`config.mk`:
```
export PLATFORM = sky130hd
export DESIGN_NAME = serial_to_parallel_stream
export DESIGN_NICKNAME = d
export VERILOG_FILES = /design/src/rtl/serial_to_parallel_stream.sv
export SDC_FILE = /design/constraint.sdc
export NUM_CORES = 1
export LEC_CHECK = 0
export CORE_MARGIN = 3
export CORE_UTILIZATION = 46
export DETAILED_ROUTE_END_ITERATION = 16
export GPL_ROUTABILITY_DRIVEN = 0
export PLACE_DENSITY = 0.74
export SETUP_SLACK_MARGIN = 0.5
export SLEW_MARGIN = 20
export SYNTH_ARGS = -nofsm -noshare
export SYNTH_HDL_FRONTEND = slang
export SYNTH_SLANG_ARGS = --single-unit
```
`constraint.sdc`:
```
create_clock -name clk -period 2.03 [get_ports clk]
set_clock_uncertainty 0.15 [all_clocks]
set_input_delay 0.406 -clock clk [delete_from_list [all_inputs] [get_ports clk]]
set_output_delay 0.406 -clock clk [all_outputs]
set_load 0.1 [all_outputs]
```
`src/rtl/serial_to_parallel_stream.sv`:
```
// Packs in_width-bit serial beats into out_width-bit words behind a one-entry
// registered output stage, with compile-time bit order and a partial-word flush.
module serial_to_parallel_stream #(
   parameter int in_width  = 1,
   parameter int out_width = 8,
   parameter bit msb_first = 1'b0
) (
   input  logic                                      clk,
   input  logic                                      rst,
   input  logic                                      serial_valid,
   output logic                                      serial_ready,
   input  logic [in_width-1:0]                       serial_data,
   input  logic                                      flush,
   output logic                                      parallel_valid,
   input  logic                                      parallel_ready,
   output logic [out_width-1:0]                      parallel_data,
   output logic [$clog2(out_width/in_width+1)-1:0]   parallel_beats
);

   localparam int beats   = out_width / in_width;
   localparam int cnt_w   = (beats > 1) ? $clog2(beats) : 1;
   localparam int beats_w = $clog2(beats + 1);
   localparam logic [cnt_w-1:0] last_cnt = cnt_w'(beats - 1);

   if (in_width < 1 || out_width % in_width != 0) begin : g_bad_params
      $error("serial_to_parallel_stream: out_width must be a multiple of in_width");
   end

   logic [out_width-1:0] acc;
   logic [out_width-1:0] merged;
   logic [cnt_w-1:0]     cnt;
   logic [cnt_w-1:0]     slot_sel;
   logic                 slot_free;
   logic                 last_beat;
   logic                 accept;
   logic                 emit;

   assign slot_free = !parallel_valid || parallel_ready;
   assign last_beat = (cnt == last_cnt);

   // A waiting output only stalls the beat that would need the slot: the
   // completing beat, or any beat while a flush is pending.
   assign serial_ready = slot_free || (!last_beat && !flush);
   assign accept       = serial_valid && serial_ready;
   assign emit         = slot_free &&
                         ((accept && last_beat) || (flush && (cnt != '0 || accept)));

   assign slot_sel = msb_first ? (last_cnt - cnt) : cnt;

   always_comb begin
      // NOTE: default first so every path assigns merged and no latch is inferred.
      merged = acc;
      for (int s = 0; s < beats; s++) begin
         if (accept && slot_sel == cnt_w'(s)) begin
            merged[s*in_width +: in_width] = serial_data;
         end
      end
   end

   always_ff @(posedge clk or posedge rst) begin
      if (rst) begin
         acc            <= '0;
         cnt            <= '0;
         parallel_valid <= 1'b0;
         parallel_data  <= '0;
         parallel_beats <= '0;
      end else begin
         // NOTE: non-blocking so every register samples pre-edge values.
         if (emit) begin
            parallel_data  <= merged;
            parallel_beats <= beats_w'(cnt) + beats_w'(accept);
            parallel_valid <= 1'b1;
            acc            <= '0;
            cnt            <= '0;
         end else begin
            if (accept) begin
               acc <= merged;
               cnt <= cnt + cnt_w'(1);
            end
            // Data and beat count deliberately hold their last values here.
            if (parallel_ready) begin
               parallel_valid <= 1'b0;
            end
         end
      end
   end

endmodule

```
# [After elaboration in Yosys (flattened, before gate mapping)]
# Cells that the tools add are included.
[word_totals] ff_bits=24 output_inout_bits=14 elab_cells=51 input_bits=6
[classes] n_eq_ne=7 mux=14 addsub=2 n_reduce_logical=23
[ops] cell="8-bit two-way mux" count=2
[ops] cell="3-bit equality test (second input constant)" count=4
[ops] cell="1-bit logical AND" count=12
[ops] cell="1-bit two-way mux" count=10
[ops] cell="3-bit by 2-bit equality test with 1-bit output (second input constant)" count=2
[ops] cell="3-bit two-way mux" count=2
[ops] cell="3-bit by 1-bit adder with 4-bit output" count=1
[ops] cell="1-bit logical OR" count=4
[ops] cell="2-bit nonzero test" count=2
[ops] cell="3-bit by 1-bit adder with 3-bit output (second input constant)" count=1
[ops] cell="3-bit by 1-bit equality test with 1-bit output (second input constant)" count=1
[ops] cell="1-bit logical NOT" count=3
[ops] cell="3-bit logical NOT" count=1
[ops] cell="3-bit nonzero test" count=1

# [Logic depth before layout (Yosys ltp)]
# Gate-level depths: netlist of the first run.
[depth] ltp_word=10 depth_mapped=8 mapped_depth_nobuf=8

# [Worst setup path before layout of the first run]
# Ideal clock, no wire load.
[synth_timing] kind="register -> register" start="register cnt[1]" end="register cnt[2]" t_required_ns=1.761 path_slack_ns=-1.860 synth_period_minus_slack_ns=3.890 arrival_ns=3.621 setup_time_ns=0.119 path_stages_with_launch=6 n_path_buf=0 cell_sequence="dfrtp_1 ha_1 ha_1 o21ai_0 a21oi_1 a311oi_1"
[synth_via] elab_chain_cells=10 word_cells_on_any_way=15 cone_classes="add/sub (1); eq/ne (1); mux (2); reduce/logical (11)"
[synth_rtl] item="from (decl)" line="31" text="logic [cnt_w-1:0] cnt;"
[synth_rtl] item="from (signal assigned)" line="78" text="cnt <= cnt + cnt_w'(1);"
[synth_rtl] item="3-bit equality test (*)" line="39" text="assign last_beat = (cnt == last_cnt);"
[synth_rtl] item="1-bit logical NOT (*)" line="43" text="assign serial_ready = slot_free || (!last_beat && !flush);"
[synth_rtl] item="1-bit logical AND (*)" line="43"
[synth_rtl] item="1-bit logical OR (*)" line="43"
[synth_rtl] item="net serial_ready" line="11" text="output logic serial_ready,"
[synth_rtl] item="1-bit logical AND (*)" line="44" text="assign accept = serial_valid && serial_ready;"
[synth_rtl] item="1-bit logical OR" line="46" text="((accept && last_beat) || (flush && (cnt != '0 || accept)));"
[synth_rtl] item="1-bit logical AND" line="46"
[synth_rtl] item="1-bit logical OR" line="46"
[synth_rtl] item="1-bit logical AND" line="45" text="assign emit = slot_free &&"
[synth_rtl] item="3-bit two-way mux or 2-bit nonzero test (tied branches)"
# The timed path passes the listed nets; every way through them passes the cells marked *. The select of a mux whose other input is x is not followed.
# A chain may end at the register's enable or synchronous reset.

# [Worst setup path after layout of the first run]
[layout_timing] start="register cnt[0]" end="register parallel_data[6]"
[layout_via] elab_chain_cells=9 word_cells_on_any_way=14 cone_classes="eq/ne (2); mux (1); reduce/logical (11)"
[layout_rtl] item="3-bit equality test" line="39"
[layout_rtl] item="1-bit logical NOT" line="43"
[layout_rtl] item="1-bit logical AND" line="43"
[layout_rtl] item="1-bit logical OR" line="43"
[layout_rtl] item="1-bit logical AND" line="44"
[layout_rtl] item="1-bit logical OR" line="46"
[layout_rtl] item="1-bit logical AND" line="46"
[layout_rtl] item="1-bit logical OR" line="46"
[layout_rtl] item="1-bit logical AND" line="45"
[layout_rtl] item="to (signal assigned)" line="70" text="parallel_data <= merged;"
[layout_rtl] item="to (decl)" line="16" text="output logic [out_width-1:0] parallel_data,"
# Parallel ways exist; a longest one is shown, timed or not.

==> out/results.ini, run 1 <==
[status]
outcome=complete, but fails checks
violations=setup timing

[grt]
antenna_found_initial=0
grt_pass1_vias=1170
grt_max_degree=25
grt_pass1_wl_mm=6.11
grt_usage_pct=25.5
grt_remaining_overflow=0

[timing]
fin_crit_ns=2.10
fmax_mhz=477
setup_ws_ns=-0.0686
worst_slew_pin_slew_ns=0.469
finalSetupViolCount=15
finalMaxSlewViolations=0
hold_viol=0
relSlewSlack_pct=68.6
timing.final.crit_share_pct=103
rsz0062_at_grt=true

[synth]
ys_warn_count=0
ys_seq_area_share_pct=51.7
avgSynthCellArea_um2=10.9
syn_nets=120
ys_ff_latch=24
syn_area_um2=1160
synth.distinct_cells=23
syn_inst=107

[finish]
seq_area_um2=606
n_fill_cell=102
multi_input_area_um2=714
antenna-diode-count=0
syn_to_final_growth_pct=73.4
final_core_util_pct=87.6
drive_gt1_share_pct=49.4
nNetsFinal=168

[setup_path]
worst_ep_required_time_ns=2.09
crit_type=reg2reg
startpoint_type=flop
cp.arrival_ns=2.16
path_max_fanout=7
end_kind=flop

[detailed_routing]
drt_iter0_drc=38
routed_via_density=5.64
wl_mm=3.78
wl_per_cell_um=20.8
drc=0
drt.antenna.violating_nets=0
via_count=1026
drt_pre_antenna_iters=4

[clock_network]
clk_pin_slew_ns=0.15
cts_num_sinks=24
htreeDepth=1
clock_latency_ns=0.33
cts_tree=built
cts_buffer_depth=2
cts-root-buf=clkbuf_4
holdBufCountCts=0
cts_made_buffers=3

[floorplanning]
fp.dieArea_um2=3160
die_x_um=56.2
core_um2=2300
start_util_pct=50.5
num_rows=17
die_h_um=56.2
io_pins=20

[min_path]
min_path_type=in2async

[placed_design]
port_buffers=19
dp_hpwl_mm=1.80

[job]
max-cap-violations=0

[repair_timing]
item | 4_1_cts | 5_1_grt
buffers inserted | 16 | 3
pin swaps | 14 | 4
setup endpoints to repair | 26 | 30
gates resized for setup | 32 | 9
gates cloned | 2 | 0
[final timing paths]
check                             from          endpoint  slack (ns)  cells past startpoint
min in group clk                acc[1]            acc[1]        0.40                      2
worst min-delay path               rst            acc[1]        0.25                      3
worst min register to register  acc[1]            acc[1]        0.40                      2
max in group asynchronous          rst    parallel_valid        1.21                      3
worst max-delay path            cnt[0]  parallel_data[6]       -0.07                      9
worst max register to register  cnt[0]  parallel_data[6]       -0.07                      9
[cell usage in the layout (no fill, tap or decap)]
master           netlist  layout
mux2i_4                0       1
dfrtp_1               24      22
a311oi_1               1       1
nor2_4                 0       1
inv_6                  0       1
nor2_1                21      19
a21oi_1               13      10
nand3_1                2       2
xnor2_2                0       1
o2111ai_4              0       6
buf_4                  0      23
inv_1                  4       3
xnor2_1                2       1
ha_4                   0       3
mux2_4                 0       1
o21ai_2                1       1
clkdlybuf4s50_1        0       5
a41o_1                 1       1
mux2i_2                0       2
dfrtp_2                0       1
a21oi_2                0       3
nand2_1                1       1
o21ai_4                0       1
nor3b_4                0       1
nor2b_2                0       1
buf_6                  2       7
nor2_2                 0       1
o211ai_1               1       1
ha_1                   7       4
mux2i_1                8       5
nor3_4                 1       1
nand2b_1               1       1
clkbuf_4               0       3
clkbuf_8               0       1
dfrtp_4                0       1
o21ai_1                0       1
nor2b_1                2       1
buf_12                 0      15
[cell usage after synthesis (all sizes together)]
library cell  number  area (um^2)
dfrtp             24          601
nor2              21         78.8
a21oi             13         65.1
mux2i              8         80.1
ha                 7         87.6
buf                6         42.5
o2111ai            6         52.6
inv                4         15.0
o21ai              3         18.8
nand3              2         10.0
nor2b              2         12.5
xnor2              2         17.5
a311oi             1         8.76
a41o               1         10.0
clkbuf             1         3.75
mux2               1         11.3
nand2              1         3.75
nand2b             1         6.26
nor3               1         16.3
nor3b              1         12.5
o211ai             1         7.51
[metrics by stage]
step           instance area, um^2  hold WS [ns]  std cells  TNS (ns)  worst slack, ns
3_5_place_dp                  1610         0.363        157    -0.739           -0.113
2_1_floorplan                 1210         0.271        107         0           0.0838
4_1_cts                       1950         0.257        179   -0.0256          -0.0256
5_1_grt                       2010         0.293        182     -1.45           -0.131
3_3_place_gp                  1610         0.353        157    -0.203          -0.0585
6_report                      2010         0.247        182    -0.429          -0.0686
[cells by family after synthesis]
family	after synthesis	synth area share, %
fa+ha+maj	7	7.54
flops	24	51.7
compound gates	25	14.0
buf+inv	11	5.28
mux	9	7.87
simple gates	29	12.1
xor+xnor	2	1.51
[worst max-delay path, stage by stage, from the launching register on]
cell and delay, ns:
dfrtp_1 0.46, ha_4 0.19, ha_4 0.17, buf_6 0.11
nor2_4 0.12, buf_6 0.12, buf_12 0.13, o2111ai_4 0.15
mux2i_2 0.28, a21oi_2 0.09
[state kept, by name, indices dropped and copies added (netlist names)]
register and count:
cnt 3, parallel_beats 4, parallel_data 8, acc 8
parallel_valid 1
[cell type report]
cell class                      instances  share of cell area (%)
Multi-Input combinational cell         72                    35.5
Sequential cell                        24                    30.1
Timing Repair Buffer                   50                    29.9
Clock buffer                            4                    1.80
Tap cell                               28                    1.74
Inverter                                4                   0.994
[per-layer routing]
layer	GRT usage, %	vias up	wire (um)
met5	0	-	0
met4	12.2	0	110
met2	45.7	33	2030
met3	2.78	12	121
li1	-	467	-
met1	29.9	514	1510
Power of run 1 is not shown: default switching activity piles up to over one toggle a cycle in this logic, so the estimate is an artifact.
==> run 2, diff against run 1 <==
--- a/config.mk
+++ b/config.mk
@@ -15,3 +15,4 @@
 export SYNTH_ARGS = -nofsm -noshare
 export SYNTH_HDL_FRONTEND = slang
 export SYNTH_SLANG_ARGS = --single-unit
+export TNS_END_PERCENT = 30
==> run 2 against run 1 <==
- the flow still finishes with violations (setup timing)
- flip-flop and latch count unchanged
- design area increased by 2.2%
- hold slack worse by 0.020 ns
==> out/results.ini, run 2 (synthesis results as in run 1) <==
[setup_path]
path_max_fanout=7
crit_type=reg2reg
cpLargestDelayFamily=flip-flops
cp.arrival_ns=2.17
rr_startpoint=cnt[0]
end_kind=flop
critPathBufInv=3
r2r_end=parallel_data[1]
cp-endpoint=parallel_data[1]
worstRegToRegCells=9
crit_path_cell_trace=ha_4 > ha_4 > buf_6 > nor2_4 > buf_6 > buf_12 > o2111ai_4 > mux2i_4 > a21oi_2
cpPeakStageDelay_ns=0.43
cp-startpoint=cnt[0]
worst_ep_required_time_ns=2.13
slowest_stage=dfrtp_1
startpoint_type=flop
path_depth=9
rrSetupSlack_ns=-0.04

[detailed_routing]
via_count=1045
wl_per_cell_um=20.3
drt.antenna.violating_nets=0
drc=0
drt_pre_antenna_iters=4
routed_via_density=5.84
drt_iter0_drc=26
wl_mm=3.64

[floorplanning]
core_um2=2300
die_h_um=56.2
start_util_pct=50.5
num_rows=17
fp.dieArea_um2=3160
die_x_um=56.2
io_pins=20

[status]
outcome=complete, but fails checks
violations=setup timing

[grt]
grt_usage_pct=25.1
grt_pass1_wl_mm=6.04
antenna_found_initial=0
grt_pass1_vias=1109
grt_max_degree=25
grt_remaining_overflow=0

[clock_network]
cts_num_sinks=24
holdBufCountCts=0
cts_buffer_depth=2
htreeDepth=1
cts-root-buf=clkbuf_4
cts_made_buffers=3
clock_latency_ns=0.33
clk_pin_slew_ns=0.14
cts_tree=built

[timing]
finalMaxSlewViolations=0
fmax_mhz=483
setup_ws_ns=-0.0421
timing.final.crit_share_pct=102
worst_slew_pin_slew_ns=0.423
finalSetupViolCount=6
hold_viol=0
fin_crit_ns=2.07
relSlewSlack_pct=71.7
rsz0062_at_grt=true

[finish]
nNetsFinal=165
mostFrequentLayoutCell=dfrtp_1
n_fill_cell=90
seq_area_um2=604
stdcell_area_um2=2060
multi_input_area_um2=763
final_core_util_pct=89.6
largestRegisters=acc: 8 flops, parallel_data: 8 flops, parallel_beats: 4 flops
syn_to_final_growth_pct=77.3
final_cell_mix=dfrtp_1 (23), nor2_1 (17), buf_4 (17), buf_12 (16), buf_6 (9)
antenna-diode-count=0
drive_gt1_share_pct=52.3

[placed_design]
port_buffers=19
dp_slack_ns=-0.101
place_area_um2=1630
dp_hpwl_mm=1.78

[min_path]
min_path_type=in2async

[job]
max-cap-violations=0

## run 2: cell count changes in the layout (fill, tap and decap cells not counted), sizes merged
cell	before	now
buf	45	42
## run 2: what timing repair did
| item | in CTS | in global routing |
|---|---|---|
| endpoints found under the setup margin | 26 | 32 |
| pin swaps | 30 | 18 |
| gates resized for setup | 37 | 14 |
| endpoints found under the hold margin | 0 | 0 |
| setup buffers | 15 | 1 |
| gates cloned | 1 | 0 |
## run 2: worst min path at each step
stage / slack [ns] / endpoint / cells past startpoint / from
after global routing: 0.25 / acc[6] / 3 / rst
after detailed placement: 0.36 / acc[4] / 2 / acc[4]
after global placement: 0.35 / acc[4] / 2 / acc[4]
final: 0.23 / acc[6] / 3 / rst
after CTS: 0.24 / acc[6] / 3 / rst
after floorplan: 0.27 / acc[0] / 1 / rst
## run 2: layer usage
layer	wire [um]	part of all wire (%)	vias up	GRT usage, %
li1	-	-	459	-
met1	1490	41	532	32.4
met2	1890	52	43	42.7
met3	173	4.8	11	3.94
met4	83	2.3	0	8.14
met5	0	0	-	0
## run 2: through the flow
| stage | TNS, ns | cells | hold WS [ns] |
|---|---|---|---|
| after floorplan | 0 | 107 | 0.271 |
| after global placement | -0.183 | 158 | 0.353 |
| after detailed placement | -0.743 | 158 | 0.362 |
| after CTS | -0.0157 | 178 | 0.241 |
| after global routing | -1.07 | 179 | 0.253 |
| final | -0.0982 | 179 | 0.227 |
## run 2: area by class of cell
type / instances / area share (%)
timing repair buffer: 47 / 29.1
tap: 28 / 1.70
clock buffer: 4 / 1.76
inverter: 4 / 0.973
sequential: 24 / 29.4
multi-input combinational: 72 / 37.1
## run 2: worst min-delay path, stage by stage
cell and delay [ns]:
clkdlybuf4s50_1 0.40, inv_1 0.09, buf_12 0.18
Power of run 2 is left out for the same reason.
